## src/rtl/led_seq_pkg.sv

```systemverilog
// led_seq_pkg -- shared types and constants for the LED sequencer.
//
// Contents:
//   led_mode_t      2-bit mode code (BINARY=0, CHASE=1, BOUNCE=2, BLINK=3)
//   LED_ALL_ON/OFF  whole-bank LED patterns
//   next_mode()     mode that follows the given one (BLINK wraps to BINARY)
//   first_pattern() LED pattern shown right after entering a mode
//   one_hot()       single lit LED at a 2-bit position
package led_seq_pkg;

   typedef enum logic [1:0] {
      MODE_BINARY = 2'd0,
      MODE_CHASE  = 2'd1,
      MODE_BOUNCE = 2'd2,
      MODE_BLINK  = 2'd3
   } led_mode_t;

   localparam logic [3:0] LED_ALL_ON  = 4'hF;
   localparam logic [3:0] LED_ALL_OFF = 4'h0;

   function automatic led_mode_t next_mode(input led_mode_t m);
      led_mode_t n;
      case (m)
         MODE_BINARY: n = MODE_CHASE;
         MODE_CHASE:  n = MODE_BOUNCE;
         MODE_BOUNCE: n = MODE_BLINK;
         default:     n = MODE_BINARY;
      endcase
      return n;
   endfunction

   // CHASE and BOUNCE start with LED x0 lit; BINARY shows step 0 and BLINK
   // starts in its dark phase, so both of those start with everything off.
   function automatic logic [3:0] first_pattern(input led_mode_t m);
      logic [3:0] p;
      case (m)
         MODE_CHASE, MODE_BOUNCE: p = 4'h1;
         default:                 p = LED_ALL_OFF;
      endcase
      return p;
   endfunction

   function automatic logic [3:0] one_hot(input logic [1:0] pos);
      return 4'b0001 << pos;
   endfunction

endpackage

```

## src/rtl/led_sequencer_if.sv

```systemverilog
// led_sequencer_if -- board-side signals of the LED sequencer.
//
// Signals:
//   btn    raw push-button, asynchronous, active-high
//   led    4-bit pattern to pins x3..x0 (led[3] drives x3)
//   green  status LED
//   mode   current mode code, for debug
//
// Modports:
//   master  the sequencer: drives the LEDs and mode, reads the button
//   slave   the board/test side: drives the button, observes the rest
interface led_sequencer_if;
   import led_seq_pkg::*;

   logic       btn;
   logic [3:0] led;
   logic       green;
   led_mode_t  mode;

   modport master (input btn, output led, output green, output mode);
   modport slave  (output btn, input led, input green, input mode);

endinterface

```

## src/rtl/led_sequencer_btn_debounce.sv

```systemverilog
// btn_debounce -- synchronizer, debouncer and press-pulse generator.
//
// Parameters:
//   DEB_CYCLES  consecutive stable samples needed to accept a new level (2..2^20)
// Ports:
//   clk     system clock, rising edge
//   resetn  synchronous active-low reset
//   btn_in  raw asynchronous button, active-high
//   level   debounced button level
//   press   one-cycle pulse on each 0->1 change of level
module btn_debounce
   import led_seq_pkg::*;
#(
   parameter int DEB_CYCLES = 120000
) (
   input  logic clk,
   input  logic resetn,
   input  logic btn_in,
   output logic level,
   output logic press
);

   localparam int CW = $clog2(DEB_CYCLES);
   localparam logic [CW-1:0] CNT_LAST = CW'(DEB_CYCLES - 1);

   logic          sync1_reg;
   logic          sync2_reg;
   logic          level_reg;
   logic          press_reg;
   logic [CW-1:0] cnt_reg;

   // cnt_reg counts consecutive synchronized samples that disagree with the
   // current level; the DEB_CYCLES-th such sample flips the level. The press
   // pulse is registered on the same edge that the level rises.
   always_ff @(posedge clk) begin
      if (!resetn) begin
         sync1_reg <= 1'b0;
         sync2_reg <= 1'b0;
         level_reg <= 1'b0;
         press_reg <= 1'b0;
         cnt_reg   <= '0;
      end else begin
         sync1_reg <= btn_in;
         sync2_reg <= sync1_reg;
         press_reg <= 1'b0;
         if (sync2_reg == level_reg) begin
            cnt_reg <= '0;
         end else if (cnt_reg == CNT_LAST) begin
            level_reg <= sync2_reg;
            press_reg <= sync2_reg;
            cnt_reg   <= '0;
         end else begin
            cnt_reg <= cnt_reg + 1'b1;
         end
      end
   end

   assign level = level_reg;
   assign press = press_reg;

endmodule

```

## src/rtl/led_sequencer.sv

```systemverilog
// led_sequencer -- four-mode LED pattern sequencer stepped by a button.
//
// Each debounced press advances BINARY -> CHASE -> BOUNCE -> BLINK -> BINARY
// and restarts the pattern; a prescaler tick steps the current pattern.
//
// Parameters:
//   TICK_DIV    clk cycles per pattern step (2..2^24)
//   DEB_CYCLES  button debounce length in clk cycles (2..2^20)
// Ports:
//   clk     system clock, rising edge
//   resetn  synchronous active-low reset
//   bus     led_sequencer_if.master: btn in; led, green, mode out
//
// Build option: define LED_SEQ_BREATHE_EN to turn green into a breathing
// PWM output; without it green is held at 1.
module led_sequencer
   import led_seq_pkg::*;
#(
   parameter int TICK_DIV   = 1500000,
   parameter int DEB_CYCLES = 120000
) (
   input  logic                   clk,
   input  logic                   resetn,
   led_sequencer_if.master        bus
);

   localparam int PW = $clog2(TICK_DIV);
   localparam logic [PW-1:0] PRESC_LAST = PW'(TICK_DIV - 1);

   logic          press;
   logic          deb_level_unused; // only press events matter to the FSM
   logic          tick;
   logic [PW-1:0] presc_reg;
   led_mode_t     mode_reg;
   logic [3:0]    step_reg;
   logic          dir_reg;
   logic [3:0]    led_reg;
   logic [1:0]    bpos_next;
   logic          bdir_next;
   logic          green_reg;

   btn_debounce #(
      .DEB_CYCLES (DEB_CYCLES)
   ) u_deb (
      .clk    (clk),
      .resetn (resetn),
      .btn_in (bus.btn),
      .level  (deb_level_unused),
      .press  (press)
   );

   assign tick = (presc_reg == PRESC_LAST);

   // BOUNCE walks 0..3..0 using step_reg[1:0] as the position; the direction
   // flips on arriving at either end so the end LEDs are shown only once.
   always_comb begin
      bpos_next = dir_reg ? (step_reg[1:0] - 2'd1) : (step_reg[1:0] + 2'd1);
      bdir_next = dir_reg;
      if (bpos_next == 2'd3) begin
         bdir_next = 1'b1;
      end else if (bpos_next == 2'd0) begin
         bdir_next = 1'b0;
      end
   end

   // Mode FSM, prescaler and pattern generator. A press wins over a
   // coincident tick: the tick is dropped and the new mode starts fresh.
   always_ff @(posedge clk) begin
      if (!resetn) begin
         mode_reg  <= MODE_BINARY;
         presc_reg <= '0;
         step_reg  <= '0;
         dir_reg   <= 1'b0;
         led_reg   <= LED_ALL_OFF;
      end else if (press) begin
         mode_reg  <= next_mode(mode_reg);
         presc_reg <= '0;
         step_reg  <= '0;
         dir_reg   <= 1'b0;
         led_reg   <= first_pattern(next_mode(mode_reg));
      end else begin
         presc_reg <= tick ? '0 : presc_reg + 1'b1;
         if (tick) begin
            case (mode_reg)
               MODE_BINARY: begin
                  step_reg <= step_reg + 4'd1;
                  led_reg  <= step_reg + 4'd1;
               end
               MODE_CHASE: begin
                  step_reg <= {2'b00, step_reg[1:0] + 2'd1};
                  led_reg  <= one_hot(step_reg[1:0] + 2'd1);
               end
               MODE_BOUNCE: begin
                  step_reg <= {2'b00, bpos_next};
                  dir_reg  <= bdir_next;
                  led_reg  <= one_hot(bpos_next);
               end
               default: begin
                  // BLINK: step_reg[0] records whether the bank is lit.
                  step_reg <= {3'b000, ~step_reg[0]};
                  led_reg  <= step_reg[0] ? LED_ALL_OFF : LED_ALL_ON;
               end
            endcase
         end
      end
   end

`ifdef LED_SEQ_BREATHE_EN
   logic [7:0] pwm_cnt_reg;
   logic [7:0] duty_reg;
   logic       duty_dir_reg;

   // Breathing status LED: duty ramps up and down by 16 per tick, clamping
   // at 0 and 255. It runs independently of presses.
   always_ff @(posedge clk) begin
      if (!resetn) begin
         pwm_cnt_reg  <= 8'd0;
         duty_reg     <= 8'd0;
         duty_dir_reg <= 1'b0;
         green_reg    <= 1'b0;
      end else begin
         pwm_cnt_reg <= pwm_cnt_reg + 8'd1;
         green_reg   <= (pwm_cnt_reg < duty_reg);
         if (tick) begin
            if (!duty_dir_reg) begin
               if (duty_reg >= 8'd239) begin
                  duty_reg     <= 8'd255;
                  duty_dir_reg <= 1'b1;
               end else begin
                  duty_reg <= duty_reg + 8'd16;
               end
            end else begin
               if (duty_reg <= 8'd16) begin
                  duty_reg     <= 8'd0;
                  duty_dir_reg <= 1'b0;
               end else begin
                  duty_reg <= duty_reg - 8'd16;
               end
            end
         end
      end
   end
`else
   always_ff @(posedge clk) begin
      if (!resetn) begin
         green_reg <= 1'b1;
      end else begin
         green_reg <= 1'b1;
      end
   end
`endif

   assign bus.led   = led_reg;
   assign bus.green = green_reg;
   assign bus.mode  = mode_reg;

endmodule

```

## src/flat_wrapper.sv

```systemverilog
// flat-port wrapper written by rule: the top's interface ports become plain ports
module led_sequencer_flat import led_seq_pkg::*;
#(
   parameter int TICK_DIV   = 1500000,
   parameter int DEB_CYCLES = 120000
)
  (clk, resetn, bus_btn, bus_led, bus_green, bus_mode);
  led_sequencer_if bus_i ();
  input  logic clk;
  input  logic resetn;
  input wire logic [$bits(bus_i.btn)-1:0] bus_btn;
  output wire logic [$bits(bus_i.led)-1:0] bus_led;
  output wire logic [$bits(bus_i.green)-1:0] bus_green;
  output wire logic [$bits(bus_i.mode)-1:0] bus_mode;
  assign bus_i.btn = bus_btn;
  assign bus_led = bus_i.led;
  assign bus_green = bus_i.green;
  assign bus_mode = bus_i.mode;
  led_sequencer #(.TICK_DIV(TICK_DIV), .DEB_CYCLES(DEB_CYCLES)) u_core (.clk(clk), .resetn(resetn), .bus(bus_i));
endmodule
```

## config.mk

```make
export PLATFORM = sky130hd
export DESIGN_NAME = led_sequencer_flat
export DESIGN_NICKNAME = d
export VERILOG_FILES = /design/src/rtl/led_seq_pkg.sv /design/src/rtl/led_sequencer_if.sv /design/src/rtl/led_sequencer_btn_debounce.sv /design/src/rtl/led_sequencer.sv /design/src/flat_wrapper.sv
export SDC_FILE = /design/constraint.sdc
export NUM_CORES = 1
export LEC_CHECK = 0
export CORE_MARGIN = 2
export CORE_UTILIZATION = 30
export DETAILED_ROUTE_END_ITERATION = 8
export PLACE_DENSITY = 0.47
export SKIP_LAST_GASP = 1
export SYNTH_ARGS = -nofsm -noshare
export SYNTH_HDL_FRONTEND = slang
export SYNTH_SLANG_ARGS = --single-unit
```

## constraint.sdc

```tcl
create_clock -name clk -period 2.6 [get_ports clk]
set_clock_uncertainty 0.05 [all_clocks]
set_input_delay 0.39 -clock clk [delete_from_list [all_inputs] [get_ports clk]]
set_output_delay 0.39 -clock clk [all_outputs]
set_load 0.01 [all_outputs]
```

## Word level (Yosys, flattened, before mapping)

Index checks and enable logic that the tools add are counted.

| cells by class | value |
|---|---|
| divide/modulo/power cells | 0 |
| shift operators | 2 |
| $mul | 0 |
| mux-type cells | 12 |
| reductions and logical operators | 11 |
| equality and inequality tests | 8 |
| magnitude comparators | 0 |
| add/sub/neg operators | 5 |
| bitwise logic cells | 4 |

Operator list:

| cell | number |
|---|---|
| $pmux 4 s3 | 2 |
| $add 21x1->21 const B | 1 |
| $eq 21x21->1 const B | 1 |
| $add 17x1->17 const B | 1 |
| $eq 17x17->1 const B | 1 |
| $mux 4 | 3 |
| $reduce_or 3->1 | 3 |
| $shl 1x2->4 const A | 2 |
| $eq 2x2->1 const B | 3 |
| $mux 2 | 3 |
| $pmux 2 s3 | 1 |
| $add 4x1->4 const B | 1 |
| $eq 2x1->1 const B | 2 |
| $logic_not 2->1 | 2 |
| $not 1->1 | 4 |
| $reduce_bool 2->1 | 2 |
| $reduce_or 2->1 | 2 |
| $mux 1 | 3 |
| $reduce_and 3->1 | 1 |
| $add 2x1->2 const B | 1 |
| $reduce_and 2->1 | 1 |
| $sub 2x1->2 const B | 1 |
| $eq 1x1->1 | 1 |

| word-level totals | value |
|---|---|
| register bits after elaboration | 53 |
| logic and storage cells | 52 |
| memories kept | 0 |
| input port bits | 3 |
| output and inout port bits | 7 |
| memory bits (read-only) | 0 |
| bits in writable memories | 0 |
| bits in latches | 0 |

## Longest topological paths before layout

| logic depth | value |
|---|---|
| word-level depth | 8 |
| depth in mapped cells | 8 |
| depth with buffers taken out | 7 |

## Cells and area by module

From an unflattened synthesis, not the netlist that was laid out.

| second synthesis, totals | value |
|---|---|
| cells, all modules | 285 |
| area, all modules | 2518.7 µm² |

By module, submodules not included:

| module | sequential area each (µm²) | cells an instance | area each (µm²) | instances |
|---|---|---|---|---|
| led_sequencer | 640.6 | 189 | 1627.8 | 1 |
| btn_debounce | 420.4 | 96 | 890.9 | 1 |

## Worst setup path before layout

Ideal clock, no wire load.

| timing | value |
|---|---|
| path kind | reg2reg |
| start | register u_core.step_reg[0] |
| end | register u_core.dir_reg |
| library setup time | 130 ps |
| data required time | 2420 ps |
| cell stages (with the launch flop) | 7 |
| clock period less this slack | 1690 ps |
| data arrival time | 1510 ps |
| buffers on the path | 0 |
| setup slack | 910 ps |
| cells stage by stage | dfxtp_1 ha_1 xor2_1 ha_1 nand2b_1 o21ai_0 a21oi_1 |

| between the ends | value |
|---|---|
| cells in the longest elaborated chain, start to end | 5 |
| elaborated cells on any way between the ends | 8 |
| those cells by class | 2 x add/sub; 1 x eq/ne; 2 x mux; 3 x reduce/logical |

RTL lines:

| what | RTL line | text |
|---|---|---|
| start, declared | led_sequencer.sv:35 | `logic [3:0] step_reg;` |
| start signal, assigned | led_sequencer.sv:86 | `step_reg <= step_reg + 4'd1;` |
| start signal, assigned | led_sequencer.sv:90 | `step_reg <= {2'b00, step_reg[1:0] + 2'd1};` |
| start signal, assigned | led_sequencer.sv:94 | `step_reg <= {2'b00, bpos_next};` |
| $add 2x1->2 or $sub 2x1->2 (tied branches) | led_sequencer.sv:57 | `bpos_next = dir_reg ? (step_reg[1:0] - 2'd1) : (step_reg[1:0] + 2'd1);` |
| $mux 2 * | led_sequencer.sv:57 |  |
| $eq 2x2->1 or $logic_not 2->1 (tied branches) | led_sequencer.sv:59, led_sequencer.sv:61 |  |
| $reduce_bool 2->1 (no line) | n/a |  |
| $reduce_and 3->1 (no line) | n/a |  |
| end signal, assigned | led_sequencer.sv:95 | `dir_reg <= bdir_next;` |
| end, declared | led_sequencer.sv:36 | `logic dir_reg;` |

Every way passes the cells marked *; elsewhere a longest branch is shown, timed or not.
A chain may end at the register's enable or synchronous reset.

## Final worst setup path

| timing | value |
|---|---|
| start | register u_core.presc_reg[0] |
| end | register u_core.led_reg[1], in the netlist u_core.bus.led[1] |

| between the ends | value |
|---|---|
| cells in the longest elaborated chain, start to end | 2 |

RTL lines:

| what | RTL line | text |
|---|---|---|
| start, declared | led_sequencer.sv:33 | `logic [PW-1:0] presc_reg;` |
| start signal, assigned | led_sequencer.sv:82 | `presc_reg <= tick ? '0 : presc_reg + 1'b1;` |
| $eq 21x21->1 | led_sequencer.sv:52 | `assign tick = (presc_reg == PRESC_LAST);` |
| $reduce_bool 2->1 (no line) | n/a |  |
| end signal, assigned | led_sequencer.sv:80 | `led_reg <= first_pattern(next_mode(mode_reg));` |
| end signal, assigned | led_sequencer.sv:87 | `led_reg <= step_reg + 4'd1;` |
| end signal, assigned | led_sequencer.sv:91 | `led_reg <= one_hot(step_reg[1:0] + 2'd1);` |
| end, declared | led_sequencer.sv:37 | `logic [3:0] led_reg;` |

Every way passes these cells.

==> summary.md <==
| Metric | Value |
|---|---|
| Status | complete, no violations |
| Delay-heaviest family, CP | simple AND/OR/NAND/NOR gates |
| Pwr dens | 520.3 nW/um2 |
| Met2 wire len | 2.037 mm |
| Post-synthesis net count | 293 |
| Final Cycle Share | 0.7470 |
| CP Launch Type | register |
| Reg2Reg Setup Slack | 660 ps |
| Via count | 1822 |
| R2R depth | 6 |
| Metal3 WL | 90 um |
| Fmax | ~510 MHz |
| Crit path capture type | register |
| WHS Path Cells | 1 |
| RSZ-0062 raised after global routing | no |
| Worst r2r dst | u_core.bus.led[1]$_SDFFE_PN0P_ |
| Max Cap Violations | 0 |
| Mapped Cells | 282 |
| DIE HEIGHT | between 90 and 100 um |
| Antenna violations before repair | 0 |
| Hold buffers post-CTS | 0 |
| Netlist Area Pre-Place | 2464 um2 |
| Critical Path AT | about 2100 ps |
| CTS tree | yes |
| Syn Area/Cell | just under 9 um2 |
| CORE AREA | 8093 um2 |
| Yosys top cell area share | 0.4307 |
| Post-DP HPWL | 3.169 mm |
| Max reg flops | 21 |
| Nets | 302 |
| Worst hold slack | 389.9 ps |
| Leakage power | 0.9372 nW |
| Seq cells post-synth | 53 |
| DRT iter0 DRCs | 54 |
| Hold Fails Final Rpt | 0 |
| Max clock buf depth | 2 |
| Top post-synthesis cells by area | dfxtp_1 (43%), xor2_1 (10%), nor2_1 (7.8%) |
| Number of synthesized flops with an enable pin | 0 |
| CP max stage cell | nor3_2 |
| Worst slack at placement | approximately 640 ps |
| Resized cells post-CTS | 0 |
| Fillers | 862 |
| Worst-Skew Late Latency | 300 ps |
| GRT overflow | 0 |
| Setup TNS Final | 0 ps |
| Synth-to-Final Area Change | 11.73% |
| Worst-path clk slew | 100 ps |
| Hold path start | u_core.u_deb.sync1_reg$_SDFF_PN0_ |
| Worst Max-Slew Pin Slew | about 650 ps |
| FP Rows | 33 |
| Setup Fix Bufs, Post-CTS | 0 |
| Worst EP required | ~2700 ps |
| Max Slew Vio Count | 0 |
| Ys async rst share | 0 |
| Slowest stage delay, CP | 510 ps |
| Synth area leader | dfxtp_1 |
| Wl on met1 | about 2.3 mm |
| Avg Vias per Cell | 4.589 |
| Worst vdd ir | between 0.0002 and 0.00025 V |
| Buf/Inv on CP | 0 |
| Post-route minimum period | around 1900 ps |
| Tot GR Track Use | 0.1084 |
| Initial Util | 0.3044 |
| Hold endpoint | u_core.u_deb.sync2_reg$_SDFF_PN0_ |
| IO Count | 10 |
| CTS buffer count | 5 |
| Routability congestion estimate | 0.7724 |
| Final WL | 4.465 mm |
| Seq/Total Area, Yosys | 0.4307 |
| Commonest register cell after synthesis | dfxtp_1 |
| Distinct cells, synth | 38 |
| DRC | 0 |
| Top sig layer | met4 |
| H-tree Lvls | 2 |
| Wire per inst | ~11 um |
| # clock sinks | 53 |
| Synth Warn # | 0 |
| HP Class | reg2reg |
| IO Port Bufs | 8 |
| # setup viols final | 0 |
| Setup WS post-layout | 657.9 ps |
| Critical path cell sequence | ha_1 > and4_1 > nand2_1 > nor3_2 > o211ai_1 > nor3b_1 |
| Vias in the first global route | 1740 |
| DRT Pass-1 Iters | 4 |
| Layout cells sized above 1 | 0.04452 |
| Global-route wire length before repair | 7.893 mm |
| Die area | 8953 um2 |
| Root buf cell | clkbuf_8 |
| WS Path Type | reg2reg |
| Chip width | 94.62 um |
| Routed Antenna Nets | 0 |
| Crit-path max FO | 10 |
| RR Startpoint | u_core.presc_reg[0]$_SDFF_PP0_ |
| Largest net degree at the start of global routing | 22 |
| Diodes inserted | 0 |
| Worst rel slew slack | 0.5634 |
==> area by class of cell <==
class,instances,area [um2],share of cell area
Inverter,5,18.77,0.006818
Tap cell,105,131.4,0.04773
Multi-Input combinational cell,216,1326,0.4818
Timing Repair Buffer,10,95.09,0.03455
Clock buffer,6,82.58,0.03000
Clock inverter,2,37.54,0.01364
Sequential cell,53,1061,0.3855
==> report_power, final <==
group	internal [mW]	switching, mW
Sequential	0.817	0.00523
Clock	0.313	0.270
Combinational	0.0102	0.0164
Total	1.14	0.292
==> Yosys cell counts, types with 4 or more instances <==
| cell type | count |
|---|---|
| xnor2_1 | 13 |
| xor2_1 | 28 |
| and4_1 | 4 |
| o21ai_0 | 4 |
| dfxtp_1 | 53 |
| nand4_1 | 8 |
| nor2_1 | 51 |
| a21oi_1 | 10 |
| ha_1 | 8 |
| nor3_1 | 7 |
| inv_1 | 5 |
| nor2b_1 | 4 |
| nand2_1 | 31 |
| nand4b_1 | 4 |
| nand3_1 | 18 |
==> kinds of logic (layout without fill, tap and decap cells) <==
group	after synthesis	count (layout)	synth area share
AO/OA/AOI/OAI	19	19	0.04622
XOR/XNOR	41	41	0.1458
adder cells (fa/ha/maj)	8	8	0.04063
buffers and inverters	13	23	0.03098
flip-flops	53	53	0.4307
multiplexers	3	3	0.01219
other	1	1	0.001522
AND/OR/NAND/NOR	144	144	0.2920
==> metal layers <==
metal | vias to the layer above | track usage
met1 | 835 | 0.1408
li1 | 963 | -
met3 | 5 | 0.02155
met2 | 19 | 0.1791
met5 | - | 0
met4 | 0 | 0.03744
==> placed cells by master (no fill, tap or decap), types with 2 or more instances in the layout <==
master           count
dfxtp_1             53
nor2_1              51
nand2_1             31
xor2_1              28
nand3_1             18
xnor2_1             13
a21oi_1             10
nand4_1              8
ha_1                 8
clkdlybuf4s50_1      8
nor3_1               7
clkbuf_8             6
inv_1                5
and4_1               4
nand4b_1             4
nor2b_1              4
o21ai_0              4
and2_1               3
mux2i_1              3
nand2b_1             2
nor3b_1              2
and3_1               2
o211ai_1             2
buf_4                2
==> worst max path at each step <==
stage	endpoint	slack [ps]	start	depth (start not counted)
global route	u_core.presc_reg[9]$_SDFF_PP0_	460	u_core.presc_reg[0]$_SDFF_PP0_	6
detailed placement	u_core.presc_reg[19]$_SDFF_PP0_	640	u_core.presc_reg[0]$_SDFF_PP0_	6
CTS	u_core.presc_reg[8]$_SDFF_PP0_	630	u_core.presc_reg[0]$_SDFF_PP0_	6
floorplan	u_core.dir_reg$_SDFFE_PP0P_	910	u_core.step_reg[0]$_SDFFE_PP0P_	6
finish	u_core.bus.led[1]$_SDFFE_PN0P_	660	u_core.presc_reg[0]$_SDFF_PP0_	6
global placement	u_core.presc_reg[13]$_SDFF_PP0_	640	resetn	4
==> metrics by stage <==
| step | util | cells | instance area, um2 | power [mW] |
|---|---|---|---|---|
| after global routing | 0.3401 | 397 | 2753 | 1.494 |
| final | 0.3401 | 397 | 2753 | 1.432 |
| after global placement | 0.3253 | 389 | 2633 | 0.8678 |
| after detailed placement | 0.3253 | 389 | 2633 | 0.8684 |
| after floorplan | - | 282 | 2464 | 0.8639 |
| after CTS | 0.3401 | 397 | 2753 | 1.459 |
Note: power is estimated with default switching activity, not from simulation.
